## src/rtl/i2s_transceiver_param.sv

```systemverilog
// I2S / left- / right-justified master transceiver for the PMOD I2S2.
// Derives SCLK/LRCK from MCLK, buffers one playback pair, captures stereo pairs.
module i2s_transceiver_param #(
    parameter int DATA_WIDTH = 24,
    parameter int SLOT_WIDTH = 32,
    parameter int SCLK_DIV   = 8,
    parameter int MODE       = 0
) (
    input  logic                  MCLK,
    input  logic                  RST_N,
    output logic                  SCLK,
    output logic                  LRCK,
    output logic                  SDOUT,
    input  logic                  SDIN,
    input  logic [DATA_WIDTH-1:0] TX_DATA_L,
    input  logic [DATA_WIDTH-1:0] TX_DATA_R,
    input  logic                  TX_VALID,
    output logic                  TX_READY,
    output logic                  TX_UNDERRUN,
    output logic [DATA_WIDTH-1:0] RX_DATA_L,
    output logic [DATA_WIDTH-1:0] RX_DATA_R,
    output logic                  RX_VALID
);

    localparam int DB = $clog2(SCLK_DIV);
    localparam int BW = $clog2(SLOT_WIDTH);
    localparam int OFFSET = (MODE == 0) ? 1 :
                            (MODE == 1) ? 0 : SLOT_WIDTH - DATA_WIDTH;

    localparam logic [DB-1:0] D_LAST = DB'(SCLK_DIV - 1);
    localparam logic [DB-1:0] D_RISE = DB'(SCLK_DIV / 2 - 1);
    localparam logic [BW-1:0] B_LAST = BW'(SLOT_WIDTH - 1);
    localparam logic [BW-1:0] B_FIRST = BW'(OFFSET);
    localparam logic [BW-1:0] B_END = BW'(OFFSET + DATA_WIDTH - 1);
    localparam logic [BW:0] WIN_LEN = (BW + 1)'(DATA_WIDTH);

    generate
        if (DATA_WIDTH < 1 || SLOT_WIDTH < 2 || SCLK_DIV < 2 ||
            (SCLK_DIV % 2) != 0 || MODE < 0 || MODE > 2 ||
            DATA_WIDTH > SLOT_WIDTH - ((MODE == 0) ? 1 : 0)) begin : g_bad_params
            $error("i2s_transceiver_param: illegal parameter combination");
        end
    endgenerate

    logic [DB-1:0]         d;
    logic [BW-1:0]         b;
    logic                  c;
    logic [BW-1:0]         b_next;
    logic                  c_next;
    logic                  fall;
    logic                  rise;
    logic                  frame_start;
    logic [BW:0]           rel_tx;
    logic [BW:0]           rel_rx;
    logic                  win_tx;
    logic                  win_rx;

    logic                  buf_full;
    logic                  full_next;
    logic                  accept;
    logic [DATA_WIDTH-1:0] buf_l;
    logic [DATA_WIDTH-1:0] buf_r;
    logic [DATA_WIDTH-1:0] sh_l;
    logic [DATA_WIDTH-1:0] sh_r;
    logic [DATA_WIDTH-1:0] cur_l;
    logic [DATA_WIDTH-1:0] cur_r;
    logic [DATA_WIDTH-1:0] rx_l;
    logic [DATA_WIDTH-1:0] rx_r;
    logic                  cap;

    // Next bit/slot position and the SCLK edge strobes derived from d.
    always_comb begin
        fall   = (d == D_LAST);
        rise   = (d == D_RISE);
        b_next = b;
        c_next = c;
        if (fall) begin
            if (b == B_LAST) begin
                b_next = '0;
                c_next = ~c;
            end else begin
                b_next = b + BW'(1);
            end
        end
        frame_start = fall && (b_next == '0) && !c_next;
        // Window test by offset subtraction; bits before the window wrap large.
        rel_tx = {1'b0, b_next} - {1'b0, B_FIRST};
        rel_rx = {1'b0, b} - {1'b0, B_FIRST};
        win_tx = (rel_tx < WIN_LEN);
        win_rx = (rel_rx < WIN_LEN);
    end

    // Playback words as seen on this edge, including a frame-start reload.
    always_comb begin
        accept    = TX_VALID && TX_READY;
        cur_l     = sh_l;
        cur_r     = sh_r;
        full_next = buf_full;
        if (frame_start) begin
            cur_l     = buf_full ? buf_l : '0;
            cur_r     = buf_full ? buf_r : '0;
            full_next = 1'b0;
        end
        if (accept) begin
            full_next = 1'b1;
        end
    end

    // MCLK divider, bit counter and slot toggle.
    always_ff @(posedge MCLK or negedge RST_N) begin
        if (!RST_N) begin
            d <= '0;
            b <= '0;
            c <= 1'b0;
        end else begin
            d <= fall ? '0 : d + DB'(1);
            b <= b_next;
            c <= c_next;
        end
    end

    // Registered bit clock and word select.
    always_ff @(posedge MCLK or negedge RST_N) begin
        if (!RST_N) begin
            SCLK <= 1'b0;
            LRCK <= 1'b0;
        end else begin
            if (fall) begin
                SCLK <= 1'b0;
            end else if (rise) begin
                SCLK <= 1'b1;
            end
            if (fall && (b_next == '0)) begin
                LRCK <= c_next;
            end
        end
    end

    // One-pair playback buffer with underrun flag.
    always_ff @(posedge MCLK or negedge RST_N) begin
        if (!RST_N) begin
            buf_full    <= 1'b0;
            buf_l       <= '0;
            buf_r       <= '0;
            TX_READY    <= 1'b1;
            TX_UNDERRUN <= 1'b0;
        end else begin
            buf_full    <= full_next;
            TX_READY    <= !full_next;
            TX_UNDERRUN <= frame_start && !buf_full;
            if (accept) begin
                buf_l <= TX_DATA_L;
                buf_r <= TX_DATA_R;
            end
        end
    end

    // Serialise MSB first on falling SCLK edges inside the data window.
    always_ff @(posedge MCLK or negedge RST_N) begin
        if (!RST_N) begin
            sh_l  <= '0;
            sh_r  <= '0;
            SDOUT <= 1'b0;
        end else if (fall) begin
            sh_l  <= cur_l;
            sh_r  <= cur_r;
            SDOUT <= 1'b0;
            if (win_tx) begin
                if (c_next) begin
                    SDOUT <= cur_r[DATA_WIDTH-1];
                    sh_r  <= cur_r << 1;
                end else begin
                    SDOUT <= cur_l[DATA_WIDTH-1];
                    sh_l  <= cur_l << 1;
                end
            end
        end
    end

    // Deserialise on rising SCLK edges; publish the pair one MCLK later.
    always_ff @(posedge MCLK or negedge RST_N) begin
        if (!RST_N) begin
            rx_l      <= '0;
            rx_r      <= '0;
            cap       <= 1'b0;
            RX_DATA_L <= '0;
            RX_DATA_R <= '0;
            RX_VALID  <= 1'b0;
        end else begin
            if (rise && win_rx) begin
                if (c) begin
                    rx_r <= (rx_r << 1) | DATA_WIDTH'(SDIN);
                end else begin
                    rx_l <= (rx_l << 1) | DATA_WIDTH'(SDIN);
                end
            end
            cap      <= rise && c && (b == B_END);
            RX_VALID <= cap;
            if (cap) begin
                RX_DATA_L <= rx_l;
                RX_DATA_R <= rx_r;
            end
        end
    end

endmodule

```

## config.mk

```make
export PLATFORM = sky130hd
export DESIGN_NAME = i2s_transceiver_param
export DESIGN_NICKNAME = d
export VERILOG_FILES = /design/src/rtl/i2s_transceiver_param.sv
export SDC_FILE = /design/constraint.sdc
export NUM_CORES = 1
export LEC_CHECK = 0
export CORE_MARGIN = 4
export CORE_UTILIZATION = 50
export DETAILED_ROUTE_END_ITERATION = 10
export PLACE_DENSITY = 0.73
export SYNTH_ARGS = -nofsm -noshare
export SYNTH_HDL_FRONTEND = slang
export SYNTH_SLANG_ARGS = --single-unit
```

## constraint.sdc

```tcl
create_clock -name MCLK -period 3.7 [get_ports MCLK]
set_input_delay 0.74 -clock MCLK [delete_from_list [all_inputs] [get_ports MCLK]]
set_output_delay 0.74 -clock MCLK [all_outputs]
set_load 0.03 [all_outputs]
```

==> run metrics, run 1 <==
dpl cells 973; cell count after synthesis 669; Post-synth top cells dfrtp_1, mux2_2, nand2_1; Internal Dissipation 0.00383 W; CP endpoint kind flip-flop; post-route ant nets 0; Worst setup SP type flip-flop; vias in the first global route 6,076; status completed; largest net degree at the start of global routing 92; Worst R2R Setup Slack 0.31 ns; worst setup margin 0.307 ns; Ant. Diodes 0; Layout area overhead 23.0%; count leader, synth dfrtp_1; # setup viols final 0; Max Freq 295 MHz; pwr/cell area 436 nW/um2; Setup CP Type reg -> reg; Seq/Total Area, Yosys 0.587; core area 17,400 um2; FF-to-FF path depth 9; Critical R2R Launch b[0]$_DFF_PN0_; Starting Density 0.513; largest area contributor in the netlist dfrtp_1; Die ar. 20,000 um2; Seq cells post-synth 209; Ys Warns 0; Final #Nets 832; root buf cell clkbuf_16; initial antenna violation count 0; Boundary Pins 106; Combinational Power Share 0.022; GP Congestion 0.830; vias per inst 5.57; CTS Hold Bufs 0; CTS tree yes; Net Sw Frac 0.196; crit path DAT 3.75 ns; final hold vios 0; Slew headroom 0.174; Yosys top cell area share 0.585; Starting DRT DRC Count 278; Post-CTS Resized 0; fraction of layout cells with a size suffix above 1 0.280; Worst Setup SP b[0]$_DFF_PN0_; Syn Nets 729; Worst Skew 0.0118 ns; RSZ-0062 raised after global routing no; Detail Placement HPWL 11.5 mm; Non-Filler Instances 1,013; Pre-Repair DR Iteration Count 4; Tot GR Track Use 0.176; fillers 1,300; crit path to sh_l[9]$_DFFE_PN0N_; CP required 4.05 ns; sequential power share 0.481; Place WS 0.370 ns; GRT Residual Overflow 0; fraction of registers with async set/reset 1.00; Leakage Power 5.21 nW; Mapped Area 8900 um2; crit share post-route 0.917; min Tclk post-route 3.39 ns; number of post-CTS setup repair buffers 0; CP max FO 13; H-tree levels 1; CTS clk-pin slew, worst paths 0.06 ns; worst skew pair latency 0.50 ns; final slew viol count 0; vias 5,640; first-pass GRT wire length 29.7 mm; syn_area_per_cell 13.3 um2; Routed WL 17.3 mm; Worst R2R End sh_l[9]$_DFFE_PN0N_; drc violations 0; Top FF cell, synth dfrtp_1; IO buf count 105; row cnt 48; Clock Power Share 0.498; Synth cell types 64; HP Class in -> async; Worst VDD drop 0.000325 V; Clock Tree Buf Depth 3; TNS Setup 0 ns; Max-cap violations 0; P_sw 0.000937 W; top cells by area, synth dfrtp_1, mux2_2, nand2_1; Sink Count 209; Worst Tran Pin Value 1.24 ns; WL per Instance 17.1 um; Post-synth EDFFs 0; Die Y 141 um; die extent in x 141 um; number of buffers created by CTS 22
-- layout by cell type (no fill, tap or decap), drive strengths merged, types with 16 or more instances in the layout --
cell,netlist,final
a21oi,25,25
and3,17,17
buf,24,16
clkbuf,18,30
clkdlybuf4s50,0,104
dfrtp,208,208
inv,17,17
mux2,146,146
nand2,71,71
o221a,19,19
-- sequential cells by signal, indices dropped and copies added (netlist names), 3 cells and up --
register	cells
RX_DATA_L	24
RX_DATA_R	24
b	5
buf_l	24
buf_r	24
d	3
rx_l	24
rx_r	24
sh_l	24
sh_r	24
-- logic make-up after synthesis --
kind of cell	share of synthesized area
XOR/XNOR	0.00379
AND/OR/NAND/NOR	0.0792
buffers and inverters	0.0316
flip-flops	0.587
AO/OA/AOI/OAI	0.0916
adder cells (fa/ha/maj)	0.0112
multiplexers	0.195
-- worst max-delay path, cell delays in order (launching register included) --
cell,delay [ns]
dfrtp_1,0.43
ha_1,0.26
and3_1,0.19
ha_1,0.41
nor4bb_1,0.13
a21oi_1,0.36
nand2_2,0.17
o211ai_1,0.87
buf_4,0.31
o221ai_1,0.13
-- routing by layer --
layer	up-vias	GRT usage	share of wire
met1	2865	0.250	0.45
met3	24	0.0249	0.051
met5	-	0	0
li1	2609	-	-
met2	142	0.293	0.48
met4	0	0.0394	0.018
-- per-stage QoR --
stage,power [W],utilization,cell area [um2],hold WS [ns]
2_1_floorplan,0.00234,-,8900,0.389
3_3_place_gp,0.00244,0.585,10200,0.446
3_5_place_dp,0.00244,0.585,10200,0.450
4_1_cts,0.00482,0.631,11000,0.285
5_1_grt,0.00493,0.631,11000,0.302
6_report,0.00477,0.631,11000,0.255
-- worst min path at each step --
stage / from / cells after the start / slack, ns / end
after detailed placement: d[0]$_DFF_PN0_ / 1 / 0.45 / d[0]$_DFF_PN0_
after global placement: d[0]$_DFF_PN0_ / 1 / 0.45 / d[0]$_DFF_PN0_
after floorplan: cap$_DFF_PN0_ / 0 / 0.39 / RX_VALID$_DFF_PN0_
after CTS: RST_N / 1 / 0.28 / RX_DATA_R[12]$_DFFE_PN0P_
final: RST_N / 1 / 0.25 / RX_DATA_R[11]$_DFFE_PN0P_
after global routing: RST_N / 1 / 0.30 / RX_DATA_R[11]$_DFFE_PN0P_
-- power by group through the flow --
stage / registers, W / clock network (W) / logic, W
after floorplan: 0.00233 / 0 / 0.00000400
after global placement: 0.00233 / 0 / 0.000105
after detailed placement: 0.00233 / 0 / 0.000109
after CTS: 0.00229 / 0.00242 / 0.000109
after global routing: 0.00229 / 0.00252 / 0.000119
final: 0.00229 / 0.00237 / 0.000104
-- area by class of cell --
type                            instances  area, um2  share of cell area
Sequential cell                       209       5230               0.478
Clock inverter                         11        194              0.0177
Tap cell                              225        282              0.0257
Timing Repair Buffer                  121       1190               0.108
Inverter                               17       63.8             0.00583
Multi-Input combinational cell        401       3390               0.310
Clock buffer                           29        597              0.0545
No activity file was read; power rests on OpenSTA's default activity.
==> inputs of run 2 (changes only) <==
--- a/config.mk
+++ b/config.mk
@@ -8,6 +8,7 @@
 export CORE_MARGIN = 4
 export CORE_UTILIZATION = 50
 export DETAILED_ROUTE_END_ITERATION = 10
+export GPL_ROUTABILITY_DRIVEN = 1
 export PLACE_DENSITY = 0.73
 export SYNTH_ARGS = -nofsm -noshare
 export SYNTH_HDL_FRONTEND = slang
==> results of run 2 <==
Same layout as run 1: the final DEF is identical, and so are final timing and power.
